$ cat config.mk
export PLATFORM = sky130hd
export DESIGN_NAME = epc_irq_stack
export DESIGN_NICKNAME = d
export VERILOG_FILES = /design/src/rtl/epc_pkg.sv /design/src/rtl/epc_lifo.sv /design/src/rtl/epc_irq_stack.sv
export SDC_FILE = /design/constraint.sdc
export NUM_CORES = 1
export LEC_CHECK = 0
export BUFFER_PORTS_ARGS = -buffer_cell sky130_fd_sc_hd__clkbuf_2
export CORE_ASPECT_RATIO = 0.8
export CORE_MARGIN = 3
export CORE_UTILIZATION = 50
export CTS_CLUSTER_DIAMETER = 30
export CTS_CLUSTER_SIZE = 30
export DETAILED_ROUTE_END_ITERATION = 8
export PLACE_DENSITY = 0.8
export SLEW_MARGIN = 20
export SYNTH_ARGS = -nofsm -noshare
export SYNTH_HDL_FRONTEND = slang
export SYNTH_SLANG_ARGS = --single-unit
$ cat constraint.sdc
create_clock -name CLK -period 5.8 [get_ports CLK]
set_clock_uncertainty 0.2 [all_clocks]
set_input_delay 1.16 -clock CLK [delete_from_list [all_inputs] [get_ports CLK]]
set_output_delay 1.16 -clock CLK [all_outputs]
set_load 0.02 [all_outputs]
$ cat src/rtl/epc_pkg.sv
// Shared types and helpers for the nested interrupt / exception-PC stack.
// Vector addressing and request prioritisation live here so both sides agree.
package epc_pkg;

    typedef enum logic [1:0] {
        RUN = 2'd0,
        VEC = 2'd1,
        RTN = 2'd2
    } state_t;

    localparam int MAX_IRQ = 32;
    localparam int MAX_ID_W = 5;

    typedef struct packed {
        logic                valid;
        logic [MAX_ID_W-1:0] id;
    } prio_t;

    function automatic logic [63:0] vec_addr(
        input logic [63:0] id,
        input logic [63:0] base,
        input logic [63:0] stride
    );
        return base + id * stride;
    endfunction

    // Lowest set index wins.
    function automatic prio_t prio_enc(input logic [MAX_IRQ-1:0] req);
        prio_t r;
        r = '0;
        for (int i = MAX_IRQ - 1; i >= 0; i--) begin
            if (req[i]) begin
                r.valid = 1'b1;
                r.id    = MAX_ID_W'(i);
            end
        end
        return r;
    endfunction

endpackage

$ cat src/rtl/epc_lifo.sv
// Register-file LIFO holding {return PC, previous active id} per nesting level.
// Only the occupancy pointer is reset; entry contents are don't-care.
module epc_lifo #(
    parameter int DEPTH = 4,
    parameter int W     = 34,
    parameter int LVL_W = $clog2(DEPTH + 1)
) (
    input  logic             clk,
    input  logic             rst_n,
    input  logic             push,
    input  logic             pop,
    input  logic [W-1:0]     din,
    output logic [W-1:0]     top,
    output logic [LVL_W-1:0] level
);

    localparam int PTR_W = (DEPTH > 1) ? $clog2(DEPTH) : 1;
    localparam int SLOTS = 1 << PTR_W;

    logic [W-1:0]     mem_q [SLOTS];
    logic [LVL_W-1:0] lvl_q;
    logic [LVL_W-1:0] lvl_d;
    logic [LVL_W-1:0] lvl_m1;
    logic [PTR_W-1:0] wr_ptr;
    logic [PTR_W-1:0] rd_ptr;
    logic             full;
    logic             empty;

    assign lvl_m1 = lvl_q - LVL_W'(1);
    assign wr_ptr = PTR_W'(lvl_q);
    assign rd_ptr = PTR_W'(lvl_m1);
    assign full   = (lvl_q == LVL_W'(DEPTH));
    assign empty  = (lvl_q == '0);

    always_comb begin
        lvl_d = lvl_q;
        if (push && !full) begin
            lvl_d = lvl_q + LVL_W'(1);
        end else if (pop && !empty) begin
            lvl_d = lvl_m1;
        end
    end

    always_ff @(posedge clk or negedge rst_n) begin
        if (!rst_n) begin
            lvl_q <= '0;
        end else begin
            lvl_q <= lvl_d;
        end
    end

    always_ff @(posedge clk) begin
        if (push && !full) begin
            mem_q[wr_ptr] <= din;
        end
    end

    assign top   = mem_q[rd_ptr];
    assign level = lvl_q;

endmodule

$ cat src/rtl/epc_irq_stack.sv
// Prioritised, nestable interrupt redirect with a saved-PC stack.
// Fetch sees a registered NEXT_PC; vector/return targets wait for TAKE.
module epc_irq_stack #(
    parameter int          NUM_IRQ    = 4,
    parameter int          DEPTH      = 4,
    parameter int          ADDR_W     = 32,
    parameter int unsigned VEC_BASE   = 108,
    parameter int unsigned VEC_STRIDE = 12,
    localparam int         ID_W  = (NUM_IRQ > 1) ? $clog2(NUM_IRQ) : 1,
    localparam int         LVL_W = $clog2(DEPTH + 1)
) (
    input  logic              CLK,
    input  logic              RST_N,
    input  logic [NUM_IRQ-1:0] IRQ,
    input  logic              IRQ_EN,
    input  logic [ADDR_W-1:0] PC,
    input  logic              RET,
    input  logic              TAKE,
    output logic [ADDR_W-1:0] NEXT_PC,
    output logic              REDIRECT,
    output logic [NUM_IRQ-1:0] ACK,
    output logic [ID_W-1:0]   ACTIVE_ID,
    output logic              IN_ISR,
    output logic [LVL_W-1:0]  LEVEL,
    output logic              ERR
);

    import epc_pkg::*;

    localparam int SW = ADDR_W + ID_W;

    state_t            state_q;
    logic [ADDR_W-1:0] next_pc_q;
    logic              redirect_q;
    logic [ID_W-1:0]   active_id_q;
    logic              err_q;

    prio_t             pe;
    logic              lvl_ok;
    logic              pri_ok;
    logic              eligible;
    logic              push;
    logic              pop;
    logic [SW-1:0]     top;
    logic [LVL_W-1:0]  level;
    logic [ADDR_W-1:0] vec_pc;
    logic [ADDR_W-1:0] ret_pc;
    logic [ID_W-1:0]   ret_id;

    assign pe     = prio_enc(MAX_IRQ'(IRQ));
    assign lvl_ok = (level < LVL_W'(DEPTH));
    assign pri_ok = (level == '0) || (pe.id < MAX_ID_W'(active_id_q));

    assign eligible = IRQ_EN && pe.valid && lvl_ok && pri_ok;
    assign push     = (state_q == RUN) && !RET && eligible;
    // The pop happens on the first RTN cycle, before REDIRECT rises.
    assign pop      = (state_q == RTN) && !redirect_q;

    assign vec_pc = ADDR_W'(vec_addr(64'(pe.id), 64'(VEC_BASE),
                                     64'(VEC_STRIDE)));
    assign {ret_pc, ret_id} = top;

    epc_lifo #(
        .DEPTH (DEPTH),
        .W     (SW),
        .LVL_W (LVL_W)
    ) u_lifo (
        .clk   (CLK),
        .rst_n (RST_N),
        .push  (push),
        .pop   (pop),
        .din   ({PC, active_id_q}),
        .top   (top),
        .level (level)
    );

    always_ff @(posedge CLK or negedge RST_N) begin
        if (!RST_N) begin
            state_q     <= RUN;
            next_pc_q   <= '0;
            redirect_q  <= 1'b0;
            active_id_q <= '0;
            err_q       <= 1'b0;
        end else begin
            unique case (state_q)
                RUN: begin
                    next_pc_q <= PC;
                    if (RET) begin
                        if (level == '0) begin
                            err_q <= 1'b1;
                        end else begin
                            state_q <= RTN;
                        end
                    end else if (eligible) begin
                        next_pc_q   <= vec_pc;
                        redirect_q  <= 1'b1;
                        active_id_q <= ID_W'(pe.id);
                        state_q     <= VEC;
                    end
                end
                VEC: begin
                    if (TAKE) begin
                        redirect_q <= 1'b0;
                        state_q    <= RUN;
                    end
                end
                RTN: begin
                    if (!redirect_q) begin
                        next_pc_q   <= ret_pc;
                        active_id_q <= ret_id;
                        redirect_q  <= 1'b1;
                    end else if (TAKE) begin
                        redirect_q <= 1'b0;
                        state_q    <= RUN;
                    end
                end
                default: begin
                    state_q <= RUN;
                end
            endcase
        end
    end

    always_comb begin
        ACK = '0;
        for (int i = 0; i < NUM_IRQ; i++) begin
            ACK[i] = (state_q == VEC) && TAKE &&
                     (active_id_q == ID_W'(i));
        end
    end

    assign NEXT_PC   = next_pc_q;
    assign REDIRECT  = redirect_q;
    assign ACTIVE_ID = active_id_q;
    assign IN_ISR    = (level != '0);
    assign LEVEL     = level;
    assign ERR       = err_q;

endmodule

==> flow_summary.json, run 1 <==
{
  "outcome": "completed",
  "grt_pass1_vias": 4352,
  "dp_slack_ns": 1.60,
  "post_cts_buffers": 0,
  "timing.final.ws_setup_ns": 2.02,
  "grt_pass1_wl_um": 23800,
  "r2r-start": "u_lifo.level[0]$_DFFE_PN0P_",
  "synth-seq-cells": 177,
  "grt_use_total_pct": 19.6,
  "grt.overflow.total": 0,
  "core_area_mm2": 0.0138,
  "fmax_mhz": 265,
  "clock-sinks": 177,
  "relSlewSlack_pct": 37.0,
  "setup_viol": 0,
  "cts_buffer_depth": 2,
  "antenna_found_initial": 0,
  "period_share_pct": 65.1,
  "synth_enable_flop_cells": 136,
  "syn_to_final_growth_pct": 16.2,
  "worst_setup_path_end_kind": "flip-flop",
  "numCtsBuffers": 17,
  "drt_pass1_iterations": 7,
  "syn_area_mm2": 0.00724,
  "dp_cells": 696,
  "drtIter0Drc": 345,
  "fin_crit_ns": 3.78,
  "rsz0062_at_grt": "no",
  "clk_latency_ns": 0.42,
  "fp-row-count": 38,
  "power_mw": 4.53,
  "wl_per_cell_um": 20.6,
  "finalHoldViolations": 0,
  "syn_inst": 453,
  "antennaDiodeCount": 0,
  "die_y_um": 114,
  "ys.flop_type": "edfxtp_1",
  "share_seq_of_total_power_pct": 37.1,
  "maxCapViolCount": 0,
  "critical_path_arrival_ns": 3.62,
  "dieArea_mm2": 0.0160,
  "clkPwrFrac_pct": 25.8,
  "dieWidth_um": 141,
  "synth.most_common_cell": "edfxtp_1",
  "cellPowerDensity_mw_per_mm2": 538,
  "num_vias": 4242,
  "finalSetupTns_ns": 0,
  "syn_nets": 504,
  "top_level_ports": 85,
  "grt_max_degree": 43,
  "final_area_mm2": 0.00841,
  "worstMarginPinSlew_ns": 0.945,
  "yosys-top-cells-count": "edfxtp_1, nor2_1, dfrtp_1",
  "dp_hpwl_um": 9180,
  "io_buffer_count": 84,
  "synth_top_area_share_pct": 56.4,
  "slew_viol_final": 0,
  "gp_congestion": 0.786,
  "worstPathRequired_ns": 5.64,
  "p_leak_nw": 3.10,
  "synth_top_area_cell": "edfxtp_1",
  "wl_um": 15000,
  "startpoint": "IRQ[3]",
  "stdcell_count": 728,
  "async_flop_share_pct": 23.2,
  "ys_top_cells_by_area": "edfxtp_1, dfrtp_1, mux4_2, nor2_1, a21oi_1",
  "irDropWorstVdd_mv": 0.309,
  "min_path_type": "flip-flop to flip-flop",
  "start_util_pct": 52.3,
  "crit_type": "primary input to flip-flop",
  "cts_resized": 0,
  "synthDistinctLibCells": 45,
  "drive_above_1_share_pct": 30.5,
  "drc": 0,
  "start_kind": "primary input",
  "detail-route-antenna-nets": 0,
  "p_int_mw": 2.92,
  "clk_pin_slew_worst_paths_ns": 0.07,
  "switchingPower_mw": 1.60,
  "holdCritStartpoint": "ERR$_DFFE_PN0P_",
  "nets": 586,
  "ctsRootBufferMaster": "clkbuf_16",
  "hold_buffers": 0,
  "placedInstanceArea_mm2": 0.00780,
  "synth_seq_area_share_pct": 70.6,
  "p_comb_share_pct": 37.1,
  "cts_tree": "done",
  "syn_area_per_cell_um2": 16.0,
  "yosysWarnings": 0,
  "swShare_pct": 35.4,
  "htreeDepth": 4,
  "cp_max_fo": 35,
  "viasPerCell": 5.83
}
-- power by group through the flow --
stage | logic (mW) | registers, mW | clock network [mW]
after floorplan | 1.09 | 1.85 | 0
after global placement | 1.63 | 1.69 | 0
after detailed placement | 1.68 | 1.71 | 0
after CTS | 1.69 | 1.68 | 1.18
after global routing | 1.83 | 1.70 | 1.24
final | 1.68 | 1.68 | 1.17
-- final cells by class --
class	count	area [µm²]
Fill cell	1007	5430
Sequential cell	177	5110
Multi-Input combinational cell	243	1980
Timing Repair Buffer	87	445
Clock buffer	17	425
Tap cell	180	225
Clock inverter	15	183
Inverter	9	33.8
-- worst max-delay path: stages --
cell      delay (ns)
clkbuf_2        0.11
nor2_1          0.05
nor3_1          0.31
ha_1            0.33
nor3b_1         0.17
nor3_4          0.29
and3_4          0.34
and3_2          0.84
-- through the flow --
| stage | hold WS (ns) | util, % |
|---|---|---|
| after detailed placement | 0.263 | 56.3 |
| after global placement | 0.260 | 56.3 |
| after floorplan | 0.319 | - |
| after CTS | 0.281 | 60.7 |
| final | 0.277 | 60.8 |
| after global routing | 0.310 | 60.8 |
-- cell usage in the layout (no fill, tap or decap), types with 2 or more instances in the layout --
cell	synthesis	final
buf_4	4	4
mux2_2	2	2
dfrtp_1	41	40
a22oi_1	7	7
o22ai_1	9	9
inv_6	0	3
clkinvlp_4	0	3
nand2_1	7	7
nor3b_1	2	2
nand3_1	4	4
a211o_1	2	2
clkbuf_16	0	17
inv_1	9	9
and3_2	0	4
nor3_1	3	3
edfxtp_1	136	136
a21oi_1	30	30
nand2b_1	6	5
a21o_1	2	2
nor2b_1	3	2
clkinv_4	0	4
mux4_2	34	34
ha_1	10	9
mux2i_1	7	7
nor2_1	89	89
bufinv_16	0	3
o21ai_0	2	2
a31oi_1	2	2
clkbuf_2	0	83
-- registers in the layout, summed over array words and instances, names as in the netlist --
name	cells
ACTIVE_ID	2
ERR	1
NEXT_PC	32
state_q	2
u_lifo.level	3
u_lifo.mem_q	136
REDIRECT	1
-- logic make-up after synthesis --
group           count (synthesis)  share of synthesized area, %
compound gates                 65                          5.90
xor+xnor                        1                         0.121
fa+ha+maj                      10                          1.73
buf+inv                        33                          2.16
flops                         177                          70.6
mux                            43                          11.9
simple gates                  124                          7.62
-- path summary, 6_finish.rpt --
kind / end / cells past startpoint / slack, ns
max: u_lifo.mem_q[3][27]$_DFFE_PP_ / 8 / 2.02
min: ERR$_DFFE_PN0P_ / 1 / 0.28
max in group asynchronous: u_lifo.level[0]$_DFFE_PN0P_ / 1 / 4.45
min in group asynchronous: u_lifo.level[2]$_DFFE_PN0P_ / 1 / 0.54
min reg2reg: ERR$_DFFE_PN0P_ / 1 / 0.28
max reg2reg: NEXT_PC[30]$_DFFE_PN0P_ / 8 / 2.38
-- per-layer routing --
layer	up-vias	GRT usage [%]	part of all wire, %
li1	1895	-	-
met1	2138	27.9	44
met2	190	30.0	47
met3	19	5.16	7.3
met4	0	6.71	1.2
met5	-	0	0
Power figures use the tool's default switching activity.
==> run 2: changes to the inputs <==
--- a/config.mk
+++ b/config.mk
@@ -12,7 +12,7 @@
 export CTS_CLUSTER_DIAMETER = 30
 export CTS_CLUSTER_SIZE = 30
 export DETAILED_ROUTE_END_ITERATION = 8
-export PLACE_DENSITY = 0.8
+export PLACE_DENSITY = 0.83
 export SLEW_MARGIN = 20
 export SYNTH_ARGS = -nofsm -noshare
 export SYNTH_HDL_FRONTEND = slang
==> constraint.sdc (replaced) <==
create_clock -name CLK -period 3.2 [get_ports CLK]
set_clock_uncertainty 0.2 [all_clocks]
set_input_delay 0.64 -clock CLK [delete_from_list [all_inputs] [get_ports CLK]]
set_output_delay 0.64 -clock CLK [all_outputs]
set_load 0.02 [all_outputs]
==> flow_summary.json, run 2 (synthesized netlist as in run 1, its figures left out) <==
{
  "outcome": "completed",
  "io_buffer_count": 84,
  "p_leak_nw": 3.20,
  "dp_hpwl_um": 10600,
  "worstMarginPinSlew_ns": 0.740,
  "drive_above_1_share_pct": 32.4,
  "grt_pass1_wl_um": 25500,
  "num_vias": 4443,
  "core_area_mm2": 0.0138,
  "top_level_ports": 85,
  "largest_reg_flops": 136,
  "worst_path_max_delay_cell": "a31oi_4",
  "min_path_type": "primary input to flip-flop",
  "viasPerCell": 5.94,
  "cts_tree": "done",
  "dieArea_mm2": 0.0160,
  "final_cell_mix": "edfxtp_1, nor2_1, clkbuf_2, dfrtp_1, mux4_2",
  "finalHoldViolations": 0,
  "maxCapViolCount": 0,
  "slew_viol_final": 0,
  "hold_ws_ns": 0.269,
  "worst_setup_path_end_kind": "flip-flop",
  "nets": 606,
  "ctsRootBufferMaster": "clkbuf_16",
  "die_y_um": 114,
  "antennaDiodeCount": 0,
  "grt.overflow.total": 0,
  "critical_path_arrival_ns": 3.00,
  "fmax_mhz": 351,
  "grt_pass1_vias": 4616,
  "dieWidth_um": 141,
  "detail-route-antenna-nets": 0,
  "start_kind": "flip-flop",
  "clk_pin_slew_worst_paths_ns": 0.07,
  "start_util_pct": 52.3,
  "drt_pass1_iterations": 5,
  "clock-sinks": 177,
  "numCtsBuffers": 17,
  "rsz0062_at_grt": "no",
  "power_mw": 8.23,
  "drc": 0,
  "cts_buffer_depth": 2,
  "gp_congestion": 0.813,
  "final_common_cell": "edfxtp_1",
  "antenna_found_initial": 0,
  "crit_family": "compound AO/OA/AOI/OAI gates",
  "worstPathRequired_ns": 3.34,
  "wl_per_cell_um": 21.7,
  "crit_type": "flip-flop to flip-flop",
  "dp_slack_ns": 0.132,
  "grt_use_total_pct": 21.1,
  "drtIter0Drc": 358,
  "fp-row-count": 38,
  "fin_crit_ns": 2.85,
  "timing.final.ws_setup_ns": 0.348,
  "fin_util_pct": 62.0,
  "grt_max_degree": 39,
  "slowest_delay_ns": 0.60,
  "regMostFlops": "u_lifo.mem_q",
  "syn_to_final_growth_pct": 18.5,
  "htreeDepth": 4,
  "irDropWorstVdd_mv": 0.606,
  "cp_max_fo": 17,
  "placedInstanceArea_mm2": 0.00801,
  "wl_um": 16200,
  "crit_buf_inv": 2,
  "crit_chain": "inv_1 > ha_1 > nor3b_1 > nor3_4 > a31oi_4 > buf_4 > a21oi_1 > nor2_1",
  "final_area_mm2": 0.00858,
  "cellPowerDensity_mw_per_mm2": 959,
  "dp_cells": 715,
  "stdcell_count": 748,
  "relSlewSlack_pct": 50.6,
  "clk_latency_ns": 0.41,
  "period_share_pct": 89.1,
  "finalSetupTns_ns": 0,
  "setup_viol": 0
}
[run 2: metal layers]
layer  vias up  wire length [µm]  GRT usage [%]
met5         -                 0              0
met4         0               130           5.36
met3        12              1300           5.20
met2       229              7840           33.8
met1      2276              6940           29.7
li1       1926                 -              -
[run 2: worst paths after layout]
check,slack (ns),from,cells after the start,endpoint
worst max-delay path,0.35,ACTIVE_ID[1]$_DFFE_PN0P_,8,NEXT_PC[20]$_DFFE_PN0P_
worst min-delay path,0.27,PC[19],1,u_lifo.mem_q[1][21]$_DFFE_PP_
worst max register to register,0.35,ACTIVE_ID[1]$_DFFE_PN0P_,8,NEXT_PC[20]$_DFFE_PN0P_
worst min register to register,0.29,ERR$_DFFE_PN0P_,1,ERR$_DFFE_PN0P_
max in group asynchronous,1.51,RST_N,3,u_lifo.level[0]$_DFFE_PN0P_
min in group asynchronous,0.52,RST_N,2,NEXT_PC[3]$_DFFE_PN0P_
[run 2: report_power, final]
part	total (mW)	internal, mW	switching (mW)
Sequential	3.06	2.83	0.225
Clock	1.95	1.08	0.870
Combinational	3.22	1.31	1.90
Total	8.23	5.23	3.00
[run 2: area by class of cell]
cell class                 count  area [µm²]
multi-input combinational    243        1980
sequential                   177        5110
timing repair buffer         107         671
clock buffer                  17         425
inverter                       9        33.8
fill                         985        5260
tap                          180         225
clock inverter                15         130
[run 2: timing repair]
action	4_1_cts	5_1_grt
setup buffers	0	0
resized for setup	0	0
hold buffers	1	0
setup endpoints to repair	0	0
endpoints found under the hold margin	17	0
